===== config.mk =====
export PLATFORM = sky130hd
export DESIGN_NAME = gate_sweep_ctrl
export DESIGN_NICKNAME = d
export VERILOG_FILES = /design/src/rtl/gate_sweep_ctrl.sv
export SDC_FILE = /design/constraint.sdc
export NUM_CORES = 1
export LEC_CHECK = 0
export ABC_AREA = 1
export BUFFER_PORTS_ARGS = -buffer_cell sky130_fd_sc_hd__buf_2
export CAP_MARGIN = 25
export CORE_ASPECT_RATIO = 0.8
export CORE_MARGIN = 5
export CORE_UTILIZATION = 30
export CTS_CLUSTER_DIAMETER = 150
export DETAILED_ROUTE_END_ITERATION = 8
export PLACE_DENSITY = 0.49
export RECOVER_POWER = 50
export SLEW_MARGIN = 20
export SYNTH_ARGS = -nofsm -noshare
export SYNTH_HDL_FRONTEND = slang
export SYNTH_SLANG_ARGS = --single-unit

===== constraint.sdc =====
create_clock -name i_clk -period 3.1 [get_ports i_clk]
set_input_delay 0.465 -clock i_clk [delete_from_list [all_inputs] [get_ports i_clk]]
set_output_delay 0.465 -clock i_clk [all_outputs]
set_load 0.01 [all_outputs]

===== src/rtl/gate_sweep_ctrl.sv =====
// gate_sweep_ctrl: drives a 2-input gate through {b,a} = 00,01,10,11, holds each
// combination for SETTLE_CYCLES clocks, samples i_y into a 4-bit truth table and
// compares it with the expected table latched when the sweep was accepted.
// Handshake: i_start is a level request taken only on an IDLE edge without
// i_abort; o_done is a one-cycle completion strobe and o_table/o_pass/o_err_idx
// are valid from that strobe until the next accepted start.
module gate_sweep_ctrl #(
  parameter int SETTLE_CYCLES = 4,
  parameter int CNT_W         = 3
) (
  input  logic       i_clk,
  input  logic       i_rst_n,
  input  logic       i_start,
  input  logic       i_abort,
  input  logic [3:0] i_expected,
  input  logic       i_y,
  output logic       o_a,
  output logic       o_b,
  output logic       o_busy,
  output logic       o_done,
  output logic [3:0] o_table,
  output logic       o_pass,
  output logic [1:0] o_err_idx
);

  typedef enum logic [1:0] {
    IDLE   = 2'd0,
    SETTLE = 2'd1,
    DONE   = 2'd2
  } state_e;

  localparam logic [CNT_W-1:0] CNT_LAST = CNT_W'(SETTLE_CYCLES - 1);

  state_e           state_q, state_d;
  logic [1:0]       idx_q, idx_d;
  logic [CNT_W-1:0] cnt_q, cnt_d;
  logic [3:0]       exp_q, exp_d;
  logic [3:0]       table_q, table_d;
  logic             a_q, a_d;
  logic             b_q, b_d;
  logic             busy_q, busy_d;
  logic             done_q, done_d;
  logic             pass_q, pass_d;
  logic [1:0]       err_q, err_d;

  logic             settle_last;
  logic [1:0]       idx_inc;
  logic [3:0]       table_smp;
  logic [3:0]       mismatch;
  logic [1:0]       err_first;
  logic             accept;

  assign settle_last = (cnt_q == CNT_LAST);
  assign idx_inc     = idx_q + 2'd1;
  assign accept      = i_start && !i_abort;

  // Table as it will look once the current index is sampled, plus its lowest mismatch
  always_comb begin
    table_smp        = table_q;
    table_smp[idx_q] = i_y;
    mismatch         = table_smp ^ exp_q;
    err_first        = 2'd0;
    for (int k = 3; k >= 0; k--) begin
      if (mismatch[k]) err_first = 2'(k);
    end
  end

  // State register
  always_ff @(posedge i_clk or negedge i_rst_n) begin
    if (!i_rst_n) state_q <= IDLE;
    else          state_q <= state_d;
  end

  // Next-state logic; abort dominates every other request
  always_comb begin
    state_d = state_q;
    case (state_q)
      IDLE:    if (accept) state_d = SETTLE;
      SETTLE: begin
        if (i_abort)                          state_d = IDLE;
        else if (settle_last && idx_q == 2'd3) state_d = DONE;
      end
      DONE:    state_d = IDLE;
      default: state_d = IDLE;
    endcase
  end

  // Output and datapath next values; every output is a flop
  always_comb begin
    idx_d   = idx_q;
    cnt_d   = cnt_q;
    exp_d   = exp_q;
    table_d = table_q;
    a_d     = a_q;
    b_d     = b_q;
    busy_d  = busy_q;
    done_d  = 1'b0;
    pass_d  = pass_q;
    err_d   = err_q;
    case (state_q)
      IDLE: begin
        if (accept) begin
          exp_d   = i_expected;
          table_d = 4'd0;
          pass_d  = 1'b0;
          err_d   = 2'd0;
          idx_d   = 2'd0;
          cnt_d   = '0;
          a_d     = 1'b0;
          b_d     = 1'b0;
          busy_d  = 1'b1;
        end
      end
      SETTLE: begin
        if (i_abort) begin
          busy_d = 1'b0;
          a_d    = 1'b0;
          b_d    = 1'b0;
          pass_d = 1'b0;
        end else if (settle_last) begin
          table_d = table_smp;
          cnt_d   = '0;
          if (idx_q != 2'd3) begin
            idx_d = idx_inc;
            a_d   = idx_inc[0];
            b_d   = idx_inc[1];
          end else begin
            busy_d = 1'b0;
            done_d = 1'b1;
            a_d    = 1'b0;
            b_d    = 1'b0;
            pass_d = (table_smp == exp_q);
            err_d  = err_first;
          end
        end else begin
          cnt_d = cnt_q + 1'b1;
        end
      end
      DONE: begin
        if (i_abort) pass_d = 1'b0;
      end
      default: ;
    endcase
  end

  // Datapath and output registers
  always_ff @(posedge i_clk or negedge i_rst_n) begin
    if (!i_rst_n) begin
      idx_q   <= 2'd0;
      cnt_q   <= '0;
      exp_q   <= 4'd0;
      table_q <= 4'd0;
      a_q     <= 1'b0;
      b_q     <= 1'b0;
      busy_q  <= 1'b0;
      done_q  <= 1'b0;
      pass_q  <= 1'b0;
      err_q   <= 2'd0;
    end else begin
      idx_q   <= idx_d;
      cnt_q   <= cnt_d;
      exp_q   <= exp_d;
      table_q <= table_d;
      a_q     <= a_d;
      b_q     <= b_d;
      busy_q  <= busy_d;
      done_q  <= done_d;
      pass_q  <= pass_d;
      err_q   <= err_d;
    end
  end

  assign o_a       = a_q;
  assign o_b       = b_q;
  assign o_busy    = busy_q;
  assign o_done    = done_q;
  assign o_table   = table_q;
  assign o_pass    = pass_q;
  assign o_err_idx = err_q;

endmodule


Word-level counts from Yosys, hierarchy flattened --
Index checks and enable logic that the tools add are counted.
Storage, ports and cells: register bits 22, output and inout port bits 11, word-level logic and storage cells 98, bits of input ports 9
Cells by class: bitwise operators 1, $add $sub $neg 2, multiplexer cells 51, $lt $le $gt $ge 2, eq/ne operators 15, reduce and logical (&&, ||, !) cells 16
Operators by type and width (number):
- $mux 2 | 14
- $mux 1 | 20
- $reduce_and 5->1 | 3
- $ne 2x2->1 const B | 7
- $mux 4 | 3
- $pmux 2 s2 | 3
- $mux 3 | 3
- $ne 3x3->1 const B | 3
- $pmux 4 s2 | 1
- $reduce_and 4->1 | 2
- $pmux 1 s2 | 3
- $pmux 3 s2 | 1
- $reduce_and 3->1 | 2
- $bwmux 4 | 1
- $eq 2x2->1 const B | 2
- $eq 4x4->1 | 1
- $reduce_and 2->1 | 2
- $xor 4x4->4 | 1
- $add 3x1->3 const B | 1
- $eq 3x2->1 const B | 1
- $logic_and 1x1->1 | 3
- $lt 2x3->1 const B | 1
- $pmux 1 s3 | 1
- $reduce_bool 3->1 | 1
- other kinds (7) | 7

Depth between registers and ports, before layout --
Gate-level depths: netlist of run 1.
depth in word-level cells 14, depth in mapped cells 11

Worst setup path after synthesis of run 1 --
No wires, ideal clock.
kind register to register, start point reg idx_q[0], end point reg err_q[0], in the netlist o_err_idx[0], data arrival time 1160 ps, library setup time 116 ps, buffers on the path 0, stages on the path, launching flop included 11, required time 2984 ps, path slack 1824 ps, cells stage by stage dfrtp_1 inv_1 ha_1 inv_1 nand2_1 nand2_1 nand2_1 nand2_1 and2_1 nand2_1 nand2_1
Between the ends: longest elaborated chain between the ends 14, elaborated cells on any way between the ends 18, classes of those cells 2 x order compare; 2 x eq/ne; 11 x mux; 1 x bitwise; 2 x reduce/logical
RTL lines:
- start, declared | line 35 | logic [1:0] idx_q, idx_d;
- start signal, assigned | line 160 | idx_q <= idx_d;
- $lt 2x3->1 (implied by the code) or $ge 2x1->1 (tied branches) | line 60 | table_smp[idx_q] = i_y;
- $logic_and 1x1->1 (implied by the code) | line 60
- $mux 1 (implied by the code) | line 60
- $demux 1 s2 | line 60
- $bwmux 4 | line 60
- $xor 4x4->4 | line 61 | mismatch = table_smp ^ exp_q;
- $mux 2 (4 in a row) | line 64 | if (mismatch[k]) err_first = 2'(k);
- $mux 2 | line 123 | if (idx_q != 2'd3) begin
- $mux 2 | line 120 | end else if (settle_last) begin
- $mux 2 | line 115 | if (i_abort) begin
- $pmux 2 s2 | line 100 | case (state_q)
- end signal, assigned | line 169 | err_q <= err_d;
- end, declared | line 44 | logic [1:0] err_q, err_d;
Several ways; a longest one is shown, not always the timed one. The select of a mux whose other input is x is not followed. A chain may end at the register's enable or synchronous reset.

Worst setup path after layout of run 1 --
start point reg state_q[0], end point reg table_q[3], in the netlist o_table[3]
Between the ends: longest elaborated chain between the ends 3, elaborated cells on any way between the ends 8, classes of those cells 4 x eq/ne; 1 x mux; 3 x reduce/logical
RTL lines:
- start, declared | line 34 | state_e state_q, state_d;
- start signal, assigned | line 71 | else state_q <= state_d;
- $eq 2x1->1 or $logic_not 2->1 (tied branches) | line 100
- $ne 2x2->1 (no source line) or $reduce_bool 2->1 (tied branches)
- $reduce_and 4->1 (no source line)
- end signal, assigned | line 163 | table_q <= table_d;
- end, declared | line 38 | logic [3:0] table_q, table_d;
Several ways; a longest one is shown, not always the timed one.

==> results of run 1 <==
[cells in the mapped netlist]
cell,instances,area (um2)
buf_2,1,5.00
nor2_1,7,26.3
mux2_2,1,11.3
nand4_1,1,6.26
nand2_2,3,18.8
nor2_4,2,22.5
dfrtp_1,22,551
o21ai_1,8,40.0
inv_1,17,63.8
nand3b_1,1,7.51
o21ai_0,6,30.0
ha_1,5,62.6
nand3_1,14,70.1
a21oi_1,3,15.0
o21ai_2,1,8.76
a21boi_0,1,7.51
buf_6,1,11.3
inv_2,1,3.75
and2_1,1,6.26
nand2_1,66,248
nand3_2,1,10.0
[final cells by class]
class	count	area, um2	share of cell area
Clock buffer	3	41.3	0.0295
Inverter	18	67.6	0.0483
Multi-Input combinational cell	121	581	0.415
Sequential cell	22	551	0.394
Tap cell	55	68.8	0.0492
Timing Repair Buffer	19	90.1	0.0644
[where the power goes]
group,internal [W],switching [W]
Combinational,0.0000874,0.000165
Clock,0.0000866,0.0000899
Sequential,0.000326,0.0000322
Total,0.000500,0.000287
[worst max path at each step]
stage                                start                        to  cells after the start
floorplan             idx_q[0]$_DFFE_PN0P_  o_err_idx[0]$_DFFE_PN0P_                     10
global placement                   i_abort    o_table[0]$_DFFE_PN0P_                      7
detailed placement                 i_abort    o_table[3]$_DFFE_PN0P_                      7
CTS                   idx_q[0]$_DFFE_PN0P_  o_err_idx[1]$_DFFE_PN0P_                     10
global route        state_q[0]$_DFFE_PN0P_    o_table[1]$_DFFE_PN0P_                      7
finish              state_q[0]$_DFFE_PN0P_    o_table[3]$_DFFE_PN0P_                      7
[flip-flops by register name, indices dropped and copies added, names as in the netlist]
| name | count |
|---|---|
| cnt_q | 3 |
| exp_q | 4 |
| idx_q | 2 |
| o_a | 1 |
| o_b | 1 |
| o_busy | 1 |
| o_done | 1 |
| o_err_idx | 2 |
| o_pass | 1 |
| o_table | 4 |
| state_q | 2 |
[metal layers]
metal  wire [um]  global-route usage
met3         176              0.0360
met5           0                   0
met4          17              0.0190
met2        1150               0.168
met1        1520               0.176
[cell families after synthesis]
logic type,share of synthesized area
AOI/OAI and AO/OA,0.0827
adders and majority gates,0.0511
buffers and inverters,0.0684
DFF,0.449
muxes,0.00919
and+or+nand+nor,0.339
[layout by cell type, fill, tap and decap left out, drive strengths merged]
cell type and n:
clkbuf 7, ha 5, nand2 69, nor2 9, mux2 1, and2 1, buf 15, inv 18
a21boi 1, nand4 1, o21ai 15, nand3b 1, nand3 15, dfrtp 22, a21oi 3
[per-stage QoR]
stage / setup slack (ps) / hold WS (ps) / cell area [um2] / power [W] / instances
finish: 1000 / 415 / 1400 / 0.000787 / 238
global route: 760 / 452 / 1400 / 0.000852 / 238
CTS: 1590 / 182 / 1410 / 0.000799 / 238
detailed placement: 1500 / 466 / 1370 / 0.000621 / 235
global placement: 1530 / 462 / 1370 / 0.000616 / 235
floorplan: 1820 / 169 / 1220 / 0.000538 / 163
==> flow_metrics.env, run 1 <==
export IMPL_drv_slew=0
export IMPL_num_antenna_cells=0
export IMPL_run_status="completed"
export IMPL_rrSetupSlack_ps=1000
export IMPL_path_cells="inv_2 > nor2_1 > nand2_1 > nand2_2 > nand2_2 > nand2_1 > o21ai_1"
export IMPL_cts_hold_fix_buffers=0
export IMPL_fmax_mhz=476
export IMPL_place_congestion=0.776
export IMPL_ios=20
export IMPL_period_minus_slack_ps=2100
export IMPL_die_y_um=67.2
export IMPL_setup_viol_count_final=0
export IMPL_yosysWarnings=0
export IMPL_rsz0062_at_grt="false"
export IMPL_power_density_nw_per_um2=562
export IMPL_crit_family="simple AND/OR/NAND/NOR gates"
export IMPL_synth_cell_area_um2=1220
export IMPL_post_cts_resized=0
export IMPL_syn_nets=177
export IMPL_synth_seq_cells=22
export IMPL_final_setup_skew_ps=3.68
export IMPL_tritoncts="done"
export IMPL_clockRootBuffer="clkbuf_8"
export IMPL_cp_slowest_stage_delay_ps=670
export IMPL_p_leak_nw=0.739
export IMPL_rows=20
export IMPL_grt_pass1_vias=984
export IMPL_maxSlewHeadroom=0.224
export IMPL_ant_nets=0
export IMPL_critical_path_buf_inv_count=1
export IMPL_avgSynthCellArea_um2=7.51
export IMPL_r2r_start="state_q[0]$_DFFE_PN0P_"
export IMPL_nets=199
export IMPL_grt_total_usage=0.118
export IMPL_end_kind="flop"
export IMPL_worstPathArrival_ps=2250
export IMPL_synthToLayoutAreaGrowth_pct=14.2
export IMPL_ys_types=21
export IMPL_grt_pass1_wl_um=4790
export IMPL_finalCritPeriodShare=0.677
export IMPL_clk_pin_slew_worst_paths_ps=80
export IMPL_finalSetupTns_ps=0
export IMPL_synth_cells=163
export IMPL_vias=1067
export IMPL_cp_required_ps=3250
export IMPL_grt_start_max_net_pins=23
export IMPL_gr_total_overflow=0
export IMPL_cts_buffers=3
export IMPL_start_util=0.316
export IMPL_clock_sinks=22
export IMPL_viasPerCell=4.48
export IMPL_crit_path_max_fanout=14
export IMPL_fin_util=0.361
export IMPL_drtIter0Drc=53
export IMPL_critPathSlowestCell="nor2_1"
export IMPL_r2r_cells=7
export IMPL_maxCapViolations=0
export IMPL_fill_cells=410
export IMPL_hold_violations=0
export IMPL_routed_wl_um=2860
export IMPL_antenna_found_initial=0
export IMPL_layout_drive_gt1_share=0.137
export IMPL_drcViolationCount=0
export IMPL_core_um2=3880
export IMPL_hpwl_um=2250
export IMPL_startpoint_type="flop"
export IMPL_ir_drop_mv=0.225
export IMPL_worst_pin_slew_ps=1160
export IMPL_worstReg2RegEnd="o_table[3]$_DFFE_PN0P_"
export IMPL_critPathKind="reg2reg"
export IMPL_hold_class="in2async"
export IMPL_clk_insertion_delay_late_ps=260
export IMPL_clock_path_buffers=2
export IMPL_fp_dieW_um=81.4
export IMPL_dieArea_um2=5470
export IMPL_wl_per_cell_um=12.0
export IMPL_synth_sequential_area_ratio=0.449
export IMPL_post_cts_setup_buffers=0
export IMPL_io_buffers=19
export IMPL_first_pass_iters=4
export IMPL_htreeDepth=1
Note: power is estimated with default switching activity, not from simulation.
==> run 2, diff against run 1 <==
clock period = 2.1 ns   (was 3.1 ns; I/O delays follow)
==> run 2 against run 1 <==
Die area stayed put; sequential power is 47% higher; hold slack worse by 140 ps; first-iteration DRC count is 72% lower.
==> flow_metrics.env, run 2 (synthesized netlist as in run 1, its figures left out) <==
export IMPL_grt_pass1_wl_um=5050
export IMPL_p_leak_nw=0.738
export IMPL_gr_total_overflow=0
export IMPL_final_setup_skew_ps=3.81
export IMPL_grt_pass1_vias=1098
export IMPL_fin_util=0.366
export IMPL_worstPathArrival_ps=1710
export IMPL_power_density_nw_per_um2=849
export IMPL_rrSetupSlack_ps=540
export IMPL_maxCapViolations=0
export IMPL_finalCritPeriodShare=0.741
export IMPL_post_cts_resized=0
export IMPL_rsz0062_at_grt="false"
export IMPL_multiInputGateArea_um2=591
export IMPL_final_common_cell="nand2_1"
export IMPL_die_y_um=67.2
export IMPL_nets=199
export IMPL_critPathKind="reg2reg"
export IMPL_clk_insertion_delay_late_ps=270
export IMPL_num_antenna_cells=0
export IMPL_htreeDepth=1
export IMPL_maxSlewHeadroom=0.197
export IMPL_post_cts_setup_buffers=0
export IMPL_place_congestion=0.754
export IMPL_start_util=0.316
export IMPL_worst_pin_slew_ps=1200
export IMPL_hold_violations=0
export IMPL_tritoncts="done"
export IMPL_period_minus_slack_ps=1560
export IMPL_run_status="completed"
export IMPL_fp_dieW_um=81.4
export IMPL_finalSetupTns_ps=0
export IMPL_hold_class="in2async"
export IMPL_startpoint_type="flop"
export IMPL_dieArea_um2=5470
export IMPL_vias=1071
export IMPL_routed_wl_um=2870
export IMPL_r2r_start="state_q[1]$_DFFE_PN0P_"
export IMPL_grt_total_usage=0.123
export IMPL_fill_cells=424
export IMPL_clock_sinks=22
export IMPL_cts_hold_fix_buffers=0
export IMPL_ir_drop_mv=0.392
export IMPL_antenna_found_initial=0
export IMPL_core_um2=3880
export IMPL_clock_path_buffers=2
export IMPL_crit_path_max_fanout=14
export IMPL_drcViolationCount=0
export IMPL_grt_start_max_net_pins=23
export IMPL_drv_slew=0
export IMPL_regArea_um2=551
export IMPL_end_kind="flop"
export IMPL_clk_pin_slew_worst_paths_ps=90
export IMPL_cp_required_ps=2260
export IMPL_critPathLaunch="state_q[1]$_DFFE_PN0P_"
export IMPL_io_buffers=19
export IMPL_clockRootBuffer="clkbuf_8"
export IMPL_first_pass_iters=2
export IMPL_wl_per_cell_um=12.0
export IMPL_synthToLayoutAreaGrowth_pct=15.9
export IMPL_layout_common_cells="nand2_1, dfrtp_1, inv_1, nand3_1, buf_2"
export IMPL_ant_nets=0
export IMPL_rows=20
export IMPL_cts_buffers=3
export IMPL_layout_drive_gt1_share=0.141
export IMPL_viasPerCell=4.48
export IMPL_fmax_mhz=643
export IMPL_hpwl_um=2220
export IMPL_drtIter0Drc=15
export IMPL_ios=20
export IMPL_setup_viol_count_final=0
-- run 2: changes by cell type in the layout (fill, tap and decap cells not counted) --
cell	previous run	this run
clkbuf_1	4	6
buf_2	15	13
nor2_4	1	2
nand2_1	67	66
nand2_2	2	3
clkbuf_8	3	4
nor2_1	8	7
-- run 2: final cells by class --
type | instances | share of cell area
sequential | 22 | 0.388
inverter | 18 | 0.0476
tap | 55 | 0.0485
clock buffer | 4 | 0.0388
timing repair buffer | 19 | 0.0617
multi-input combinational | 121 | 0.416
-- run 2: path summary, 6_finish.rpt --
check | to | depth (start not counted)
max | o_table[2]$_DFFE_PN0P_ | 6
min | cnt_q[1]$_DFFE_PN0P_ | 1
max reg2reg | o_table[2]$_DFFE_PN0P_ | 6
min reg2reg | o_busy$_DFFE_PN0P_ | 2
max in group asynchronous | exp_q[0]$_DFFE_PN0P_ | 1
min in group i_clk | exp_q[2]$_DFFE_PN0P_ | 2
-- run 2: metrics by stage --
stage	total power [W]	cells	setup WS [ps]	area, um2	hold slack, ps
after global routing	0.00132	239	347	1420	276
after detailed placement	0.000906	235	524	1370	329
after global placement	0.000896	235	545	1370	319
final	0.00121	239	544	1420	271
after floorplan	0.000794	163	824	1220	19.4
after CTS	0.00122	239	508	1430	33.1
-- run 2: layer usage --
layer  vias to the layer above  track usage  part of all wire
met5                         -            0                 0
met4                         0       0.0295            0.0059
met3                         2       0.0360             0.058
met2                        20        0.191              0.42
met1                       487        0.167              0.51
li1                        562            -                 -
-- run 2: power by group --
part	switching, W	internal, W	leakage, nW
Clock	0.000148	0.000167	0.0288
Sequential	0.0000458	0.000481	0.289
Combinational	0.000235	0.000129	0.421
-- run 2: critical path, cell delays in order (launching register included) --
cell	delay [ps]
dfrtp_1	440
nor2_1	180
nand3_2	320
nand2_2	220
nand2_2	140
nand2_1	80
o21ai_1	60
==> run 3, diff against run 2 <==
PLACE_DENSITY = 0.5   (was 0.49)
clock period = 1.3 ns   (was 2.1 ns; I/O delays follow)
==> run 3 against run 2 <==
The run now ends with setup timing left; register-to-register slack lost 620 ps; die area is the same; clock power grew 31%; combinational power grew to 2.5 times the previous value; design area grew 19%; power grew 85%; via count grew 5.3%; critical path type unchanged; critical endpoint is now o_err_idx[0]$_DFFE_PN0P_; largest power group is now combinational cells.
==> flow_metrics.env, run 3 (synthesized netlist as in run 1, its figures left out) <==
export IMPL_run_status="finished, violations left"
export IMPL_failed_checks="setup timing"
export IMPL_finalCritPeriodShare=1.06
export IMPL_clk_insertion_delay_late_ps=260
export IMPL_end_kind="flop"
export IMPL_path_cells="inv_4 > ha_4 > inv_2 > nand2_2 > nand2_2 > nand2_2 > nand2_4 > nand2_2 > nand2_1 > nand2_1 > nand2_1"
export IMPL_rows=20
export IMPL_crit_path_frequent_cell="nand2_2"
export IMPL_hold_violations=0
export IMPL_critPathSlowestCell="dfrtp_2"
export IMPL_r2r_start="idx_q[0]$_DFFE_PN0P_"
export IMPL_viasPerCell=4.44
export IMPL_core_um2=3880
export IMPL_tritoncts="done"
export IMPL_antenna_found_initial=0
export IMPL_rsz0062_at_grt="true"
export IMPL_hpwl_um=2280
export IMPL_drcViolationCount=0
export IMPL_clockPowerShare=0.185
export IMPL_routed_wl_um=3130
export IMPL_p_comb_frac=0.414
export IMPL_period_minus_slack_ps=1370
export IMPL_regArea_um2=553
export IMPL_nets=215
export IMPL_fp_dieW_um=81.4
export IMPL_clk_pin_slew_worst_paths_ps=80
export IMPL_worstPathArrival_ps=1520
export IMPL_cp_required_ps=1450
export IMPL_fill_cells=396
export IMPL_grt_total_usage=0.124
export IMPL_io_buffers=19
export IMPL_cts_buffers=3
export IMPL_min_delay_path_depth=2
export IMPL_hold_path_endpoint="exp_q[2]$_DFFE_PN0P_"
export IMPL_synthToLayoutAreaGrowth_pct=37.9
export IMPL_fmax_mhz=729
export IMPL_ant_nets=0
export IMPL_htreeDepth=1
export IMPL_crit_path_max_fanout=4
export IMPL_startpoint_type="flop"
export IMPL_final_setup_skew_ps=7.00
export IMPL_clockRootBuffer="clkbuf_8"
export IMPL_place_congestion=0.731
export IMPL_start_util=0.316
export IMPL_setup_viol_count_final=5
export IMPL_rrSetupSlack_ps=-70
export IMPL_p_sw_frac=0.373
export IMPL_wl_per_cell_um=12.3
export IMPL_r2r_cells=11
export IMPL_grt_start_max_net_pins=23
export IMPL_grt_pass1_wl_um=5150
export IMPL_finalSetupTns_ps=-220
export IMPL_layout_drive_gt1_share=0.412
export IMPL_vias=1128
export IMPL_clock_sinks=22
export IMPL_p_int_w=0.00140
export IMPL_clock_path_buffers=2
export IMPL_ios=20
export IMPL_num_antenna_cells=0
export IMPL_maxSlewHeadroom=0.612
export IMPL_cp_slowest_stage_delay_ps=480
export IMPL_layout_common_cells="nand2_1, nand2_2, dfrtp_1, buf_2, buf_4"
export IMPL_grt_pass1_vias=1124
export IMPL_die_y_um=67.2
export IMPL_drtIter0Drc=44
export IMPL_power_density_nw_per_um2=1320
export IMPL_worstReg2RegEnd="o_err_idx[0]$_DFFE_PN0P_"
export IMPL_final_common_cell="nand2_1"
export IMPL_finalWorstSetupSlack_ps=-72.7
export IMPL_first_pass_iters=4
export IMPL_place_ws_ps=-112
export IMPL_maxCapViolations=0
export IMPL_multiInputGateArea_um2=732
export IMPL_critPathKind="reg2reg"
export IMPL_hold_path_startpoint="i_expected[2]"
export IMPL_drv_slew=0
export IMPL_worst_pin_slew_ps=583
export IMPL_dieArea_um2=5470
export IMPL_p_sw_w=0.000833
export IMPL_sequentialPowerShare=0.401
export IMPL_gr_total_overflow=0
export IMPL_ir_drop_mv=0.759
export IMPL_p_leak_nw=0.839
export IMPL_hold_class="in2reg"
run 3: changes by cell type in the layout (fill, tap and decap cells not counted), sizes merged:
| cell | before | now |
|---|---|---|
| dlygate4sd3 | 0 | 1 |
| buf | 13 | 33 |
| clkbuf | 10 | 4 |
run 3: metal layers:
layer | part of all wire | track usage | wire length (um) | up-vias
li1 | - | - | - | 588
met1 | 0.49 | 0.165 | 1520 | 523
met5 | 0 | 0 | 0 | -
met2 | 0.47 | 0.200 | 1480 | 15
met3 | 0.037 | 0.0347 | 116 | 2
met4 | 0.0032 | 0.0274 | 10 | 0
run 3: how the worst max path moves through the flow:
stage                               startpoint                  endpoint  slack, ps  cells after the start
after detailed placement  idx_q[0]$_DFFE_PN0P_  o_err_idx[1]$_DFFE_PN0P_       -110                     10
after floorplan           idx_q[0]$_DFFE_PN0P_  o_err_idx[0]$_DFFE_PN0P_         20                     10
after global routing      idx_q[0]$_DFFE_PN0P_  o_err_idx[0]$_DFFE_PN0P_       -160                     11
after CTS                 idx_q[1]$_DFFE_PN0P_  o_err_idx[1]$_DFFE_PN0P_        -50                     10
final                     idx_q[0]$_DFFE_PN0P_  o_err_idx[0]$_DFFE_PN0P_        -70                     11
after global placement    idx_q[0]$_DFFE_PN0P_  o_err_idx[0]$_DFFE_PN0P_        -80                     10
run 3: final cells by class:
cell class | instances | share of cell area
repair buffers | 35 | 0.131
clock buffers | 3 | 0.0244
flip-flops and latches | 22 | 0.327
inverters | 18 | 0.0430
well taps | 55 | 0.0407
multi-input cells | 121 | 0.433
run 3: critical path, delay by kind of cell, from the launching register on:
family,cells,cell delay [ps]
buf+inv,2,140
fa+ha+maj,1,140
simple gates,8,490
flops,1,480
run 3: power by group through the flow:
stage / clock (W) / sequential [W] / combinational, W
2_1_floorplan: 0 / 0.000865 / 0.000418
6_report: 0.000413 / 0.000896 / 0.000925
3_5_place_dp: 0 / 0.000866 / 0.000658
3_3_place_gp: 0 / 0.000860 / 0.000640
5_1_grt: 0.000472 / 0.000911 / 0.00104
4_1_cts: 0.000429 / 0.000866 / 0.000822
run 3: through the flow:
step / std cells / hold WS [ps] / utilization / power [W] / area, um2
floorplan: 163 / -101 / - / 0.00128 / 1220
global placement: 245 / 197 / 0.373 / 0.00150 / 1450
detailed placement: 245 / 208 / 0.373 / 0.00152 / 1450
CTS: 253 / 160 / 0.415 / 0.00212 / 1610
global route: 254 / 164 / 0.435 / 0.00242 / 1690
finish: 254 / 167 / 0.435 / 0.00223 / 1690
run 3: what timing repair did:
item	4_1_cts	5_1_grt
setup endpoints to repair	15	14
gates resized for setup	27	21
pin swaps	11	7
buffers inserted	4	1
hold buffers	1	0
hold endpoints to repair	22	0
